$ cat src/rtl/imem_pkg.sv
// Shared constants for the boot-time instruction memory loader.
// FSM state encodings and memory geometry used by imem_loader and its byte packer.
package imem_pkg;

  localparam logic [1:0] LEN  = 2'd0;
  localparam logic [1:0] DATA = 2'd1;
  localparam logic [1:0] DONE = 2'd2;
  localparam logic [1:0] ERR  = 2'd3;

  localparam int IMEM_DEPTH = 256;
  localparam int WORD_BYTES = 4;

endpackage

$ cat src/rtl/byte_packer.sv
// Little-endian 4-lane byte assembler with lane counter and clear.
// word_valid pulses combinationally on the lane-3 accept, with word completed by that byte.
module byte_packer
  import imem_pkg::*;
(
  input  logic        clk,
  input  logic        rst_n,
  input  logic        clear,
  input  logic        accept,
  input  logic [7:0]  byte_data,
  output logic [31:0] word,
  output logic        word_valid
);

  localparam logic [1:0] LAST_LANE = 2'(WORD_BYTES - 1);

  logic [1:0]  lane;
  logic [23:0] low_bytes;

  assign word_valid = accept && (lane == LAST_LANE);
  assign word       = {byte_data, low_bytes};

  // NOTE: sequential state uses non-blocking assignments only, so every flop samples pre-edge values.
  always_ff @(posedge clk or negedge rst_n) begin
    if (!rst_n) begin
      lane      <= 2'd0;
      low_bytes <= 24'd0;
    end else if (clear) begin
      lane <= 2'd0;
    end else if (accept) begin
      case (lane)
        2'd0:    low_bytes[7:0]   <= byte_data;
        2'd1:    low_bytes[15:8]  <= byte_data;
        2'd2:    low_bytes[23:16] <= byte_data;
        default: ;
      endcase
      lane <= lane + 2'd1;
    end
  end

endmodule

$ cat src/rtl/imem_loader.sv
// Boot loader: takes a length-prefixed little-endian byte image and writes it word by word
// into the instruction memory, holding the CPU in reset until the image is complete.
module imem_loader
  import imem_pkg::*;
#(
  parameter int          DEPTH     = IMEM_DEPTH,
  parameter logic [31:0] BASE_ADDR = 32'h0000_0000,
  parameter int          CNT_W     = 9
) (
  input  logic             clk,
  input  logic             rst_n,
  input  logic             start,
  input  logic [7:0]       byte_data,
  input  logic             byte_valid,
  output logic             byte_ready,
  output logic             mem_we,
  output logic [31:0]      mem_addr,
  output logic [31:0]      mem_wdata,
  output logic [CNT_W-1:0] words_loaded,
  output logic             load_done,
  output logic             load_err,
  output logic             cpu_rst_n
);

  logic [1:0]       state;
  logic [CNT_W-1:0] index;
  logic [CNT_W-1:0] len_words;
  logic             accept;
  logic             restart;
  logic             word_valid;
  logic [31:0]      word;

  assign accept  = byte_valid && byte_ready;
  assign restart = start && ((state == DONE) || (state == ERR));

  byte_packer u_packer (
    .clk        (clk),
    .rst_n      (rst_n),
    .clear      (restart),
    .accept     (accept),
    .byte_data  (byte_data),
    .word       (word),
    .word_valid (word_valid)
  );

  always_ff @(posedge clk or negedge rst_n) begin
    if (!rst_n) begin
      state        <= LEN;
      index        <= '0;
      len_words    <= '0;
      byte_ready   <= 1'b0;
      mem_we       <= 1'b0;
      mem_addr     <= BASE_ADDR;
      mem_wdata    <= 32'd0;
      words_loaded <= '0;
      load_done    <= 1'b0;
      load_err     <= 1'b0;
      cpu_rst_n    <= 1'b0;
    end else begin
      // NOTE: default the strobe first so it can only be high for the single cycle after a word completes.
      mem_we <= 1'b0;
      case (state)
        LEN: begin
          byte_ready <= 1'b1;
          if (word_valid) begin
            if (word == 32'd0) begin
              state      <= DONE;
              byte_ready <= 1'b0;
            end else if (word > 32'(DEPTH)) begin
              state      <= ERR;
              byte_ready <= 1'b0;
              load_err   <= 1'b1;
            end else begin
              state     <= DATA;
              index     <= '0;
              len_words <= word[CNT_W-1:0];
            end
          end
        end
        DATA: begin
          if (word_valid) begin
            mem_we       <= 1'b1;
            mem_wdata    <= word;
            mem_addr     <= BASE_ADDR + 32'({index, 2'b00});
            index        <= index + 1'b1;
            words_loaded <= words_loaded + 1'b1;
            // Final word: stop accepting in the same cycle the write goes out.
            if (index == len_words - 1'b1) begin
              state      <= DONE;
              byte_ready <= 1'b0;
            end
          end
        end
        default: begin
          if (start) begin
            state        <= LEN;
            index        <= '0;
            words_loaded <= '0;
            load_done    <= 1'b0;
            load_err     <= 1'b0;
            cpu_rst_n    <= 1'b0;
            byte_ready   <= 1'b1;
          end else if (state == DONE) begin
            load_done <= 1'b1;
            cpu_rst_n <= 1'b1;
          end
        end
      endcase
    end
  end

endmodule

$ cat config.mk
export PLATFORM = sky130hd
export DESIGN_NAME = imem_loader
export DESIGN_NICKNAME = d
export VERILOG_FILES = /design/src/rtl/imem_pkg.sv /design/src/rtl/byte_packer.sv /design/src/rtl/imem_loader.sv
export SDC_FILE = /design/constraint.sdc
export NUM_CORES = 1
export LEC_CHECK = 0
export ABC_CLOCK_PERIOD_IN_PS = 5230
export BUFFER_PORTS_ARGS = -buffer_cell sky130_fd_sc_hd__clkbuf_2
export CAP_MARGIN = 40
export CORE_ASPECT_RATIO = 1.2
export CORE_UTILIZATION = 45
export CTS_BUF_LIST = sky130_fd_sc_hd__clkbuf_4 sky130_fd_sc_hd__clkbuf_8
export DETAILED_ROUTE_END_ITERATION = 7
export PLACE_DENSITY = 0.67
export SETUP_SLACK_MARGIN = 0.2
export SLEW_MARGIN = 20
export SYNTH_ARGS = -nofsm -noshare
export SYNTH_HDL_FRONTEND = slang
export SYNTH_SLANG_ARGS = --single-unit
export TNS_END_PERCENT = 20
$ cat constraint.sdc
create_clock -name clk -period 5.23 [get_ports clk]
set_input_delay 1.046 -clock clk [delete_from_list [all_inputs] [get_ports clk]]
set_output_delay 1.046 -clock clk [all_outputs]
set_load 0.01 [all_outputs]
==> results.md <==
* Final setup TNS at 0 ps
* DP Worst Slack at between 1500 and 2000 ps
* Post-synthesis sequential element count at 100
* Io pins at 90
* Area contributors post-synth: dfrtp_1 54%, nand2_1 12%, mux2_2 5.9%, buf_4 3.9%, xor2_1 2.9%
* Least-Margin Pin Slew at ~800 ps
* DRC Markers at 0
* Min Clock Period, post-route at about 2800 ps
* IO buf count at 66
* Max Cap Viol at 0
* Vias/cell at between 5 and 6
* Dpl hpwl at 6.57 mm
* Post-synth top area share at 54.4%
* Synth cell types at just under 50
* Max Freq at between 300 and 400 MHz
* Worst clock skew at 8.47 ps
* RSZ-0062 raised after global routing: false
* Synth warnings at 0
* Critical path peak fanout at 11
* R2R setup slack at approximately 2700 ps
* Reg2reg start: u_packer.low_bytes[1]$_DFFE_PN0P_
* Gate Count Post-Synth at 461
* Hold Buf Count CTS at 0
* Kind of critical path: in2reg
* Status: completed
* Pwr/cell area at approximately 480 nW/um^2
* Arr. time, crit path at about 3100 ps
* Setup crit start kind: primary input
* Post-DRT Antenna Nets at 0
* Synthesized area at roughly 4600 um^2
* Async set-reset flop share out of synthesis at between 90% and 100%
* Critical path data required time at around 5500 ps
* Largest net degree at the start of global routing at 52
* Peak supply drop at 280 uV
* Area grow syn2layout at 12.6%
* Routed wire per std cell at roughly 14 um
* Root buffer cell: clkbuf_8
* Via Count at between 3,000 and 4,000
* Routed WL at approximately 9.4 mm
* Nets at between 500 and 600
* Leakage at ~2.7 nW
* Critical path launch point: byte_data[7]
* Hold Path Origin: mem_wdata[31]$_DFFE_PN0P_
* Chip height at 113 um
* DRT Pass-1 Iters at 4
* DR iter-0 viols at 153
* Initial Util at between 40% and 50%
* Prevailing post-synth register cell: dfrtp_1
* Initial antenna violation count at 0
* CTS clock-pin slew for the worst setup and hold paths at roughly 90 ps
* Core area at approximately 10000 um^2
* Vias in the first global route at ~3,300
* H-tree depth at 3
* Buffer levels on the longest clock path at 2
* Post-route clock period utilization at a little over half
* Final non-filler cell total at roughly 650
* Final hold slack at 479 ps
* Final setup violation count at 0
* PostCTS Resize Cnt at 0
* Slew HR at between 40 and 50%
* Total track usage at approximately 19%
* Layout cells sized above 1 at between 20% and 30%
* ANT cells at 0
* Total CTS buffers at 9
* Max Transition Viols Final at 0
* Number of flops mapped to enable cells by yosys at 0
* Setup ws final at ~2400 ps
* Yosys top cell by area: dfrtp_1
* # rows at 40
* Clock sink count at 100
* Grt total ovfl at 0
* Die Area at roughly 11,000 um^2
* Worst-skew pair later-pin latency at roughly 370 ps
* Register area share after synthesis at between 50% and 60%
* Hold Crit Class: reg2reg
* Postcts setup bufs at 0
* Inst Count DP at roughly 640
* Avg Cell Area, Syn at ~10 um^2
* First-pass GRT wire length at 15.9 mm
* GPL Wtd Cong at slightly below 0.8
* Final core occ at 52.0%
* Final hold violation count at 0
* CTS tree: built
* CP endpoint kind: flip-flop
* Die width at between 90 and 100 um
[cells in the final DEF (no fill, tap or decap), types with 6 or more instances in the layout]
cell type and count:
nand2_1 143, dfrtp_1 100, clkbuf_2 65, mux2_2 24, nor2_1 23, conb_1 23, xor2_1 15, clkbuf_8 11
nand3_1 10, inv_1 8, xnor2_1 8, o21ai_0 8, a21oi_1 8, mux2_1 7, ha_1 7, nor4_1 6
nand4_1 6
[sequential cells by signal (all words and copies together) (netlist names)]
name                count
mem_wdata              32
u_packer.low_bytes     24
index                   9
len_words               9
mem_addr                9
words_loaded            9
state                   2
u_packer.lane           2
byte_ready              1
cpu_rst_n               1
load_err                1
mem_we                  1
[through the flow]
step | total power, mW | cell area (um^2)
floorplan | 1.65 | 4680
global placement | 1.91 | 4950
detailed placement | 1.94 | 4950
CTS | 2.51 | 5180
global route | 2.65 | 5180
finish | 2.48 | 5180
[cell usage after synthesis (3+ instances only)]
| master | n |
|---|---|
| mux2_1 | 7 |
| a31oi_1 | 5 |
| o21ai_0 | 8 |
| nand2_1 | 143 |
| inv_1 | 8 |
| clkbuf_1 | 14 |
| nor3_1 | 5 |
| and3_1 | 3 |
| nor4_1 | 6 |
| mux2_2 | 24 |
| ha_1 | 7 |
| xnor2_1 | 8 |
| dfrtp_1 | 100 |
| nand3_1 | 10 |
| nand4_1 | 6 |
| a21oi_1 | 8 |
| nor2_1 | 23 |
| xor2_1 | 15 |
| buf_4 | 24 |
| o21ai_1 | 3 |
[cell families after synthesis]
kind of cell    share of synthesized area, %
compound gates                          5.95
simple gates                            19.7
other cells                           0.0815
flops                                   54.4
fa+ha+maj                               1.90
mux                                     7.59
xor+xnor                                4.38
buf+inv                                 6.04
[critical path, cell delays in order]
cell	delay, ps
clkbuf_2	130
nor4_1	310
nand4_1	220
or4_4	620
nor2_2	390
mux2_1	370
[layout make-up]
class	count	area, um^2
fillers	921	4780
inverters	9	33.8
repair buffers	68	348
clock buffers	11	151
well taps	126	158
multi-input cells	335	1900
clock inverters	5	82.6
flip-flops and latches	100	2500
[final timing paths]
path / depth (start not counted) / end
setup / recovery: 6 / len_words[8]$_DFFE_PN0P_
hold / removal: 2 / mem_wdata[31]$_DFFE_PN0P_
setup reg to reg: 5 / len_words[8]$_DFFE_PN0P_
hold reg to reg: 2 / mem_wdata[31]$_DFFE_PN0P_
max in group asynchronous: 2 / mem_wdata[15]$_DFFE_PN0P_
min in group asynchronous: 1 / mem_addr[6]$_DFFE_PN0P_
[report_power, final]
part	total, mW	switching [mW]	internal (mW)
Sequential	1.25	0.220	1.03
Clock	0.564	0.267	0.297
Combinational	0.662	0.356	0.305
Total	2.48	0.843	1.64
[routing by layer]
layer,routed length (um),vias up,share of wire (%),GRT usage (%)
met1,4300,1611,46,24.8
met2,4660,67,49,31.9
li1,-,1613,-,-
met4,193,0,2.0,8.41
met3,276,18,2.9,2.96
met5,0,-,0,0
Note: power is estimated with default switching activity, not from simulation.
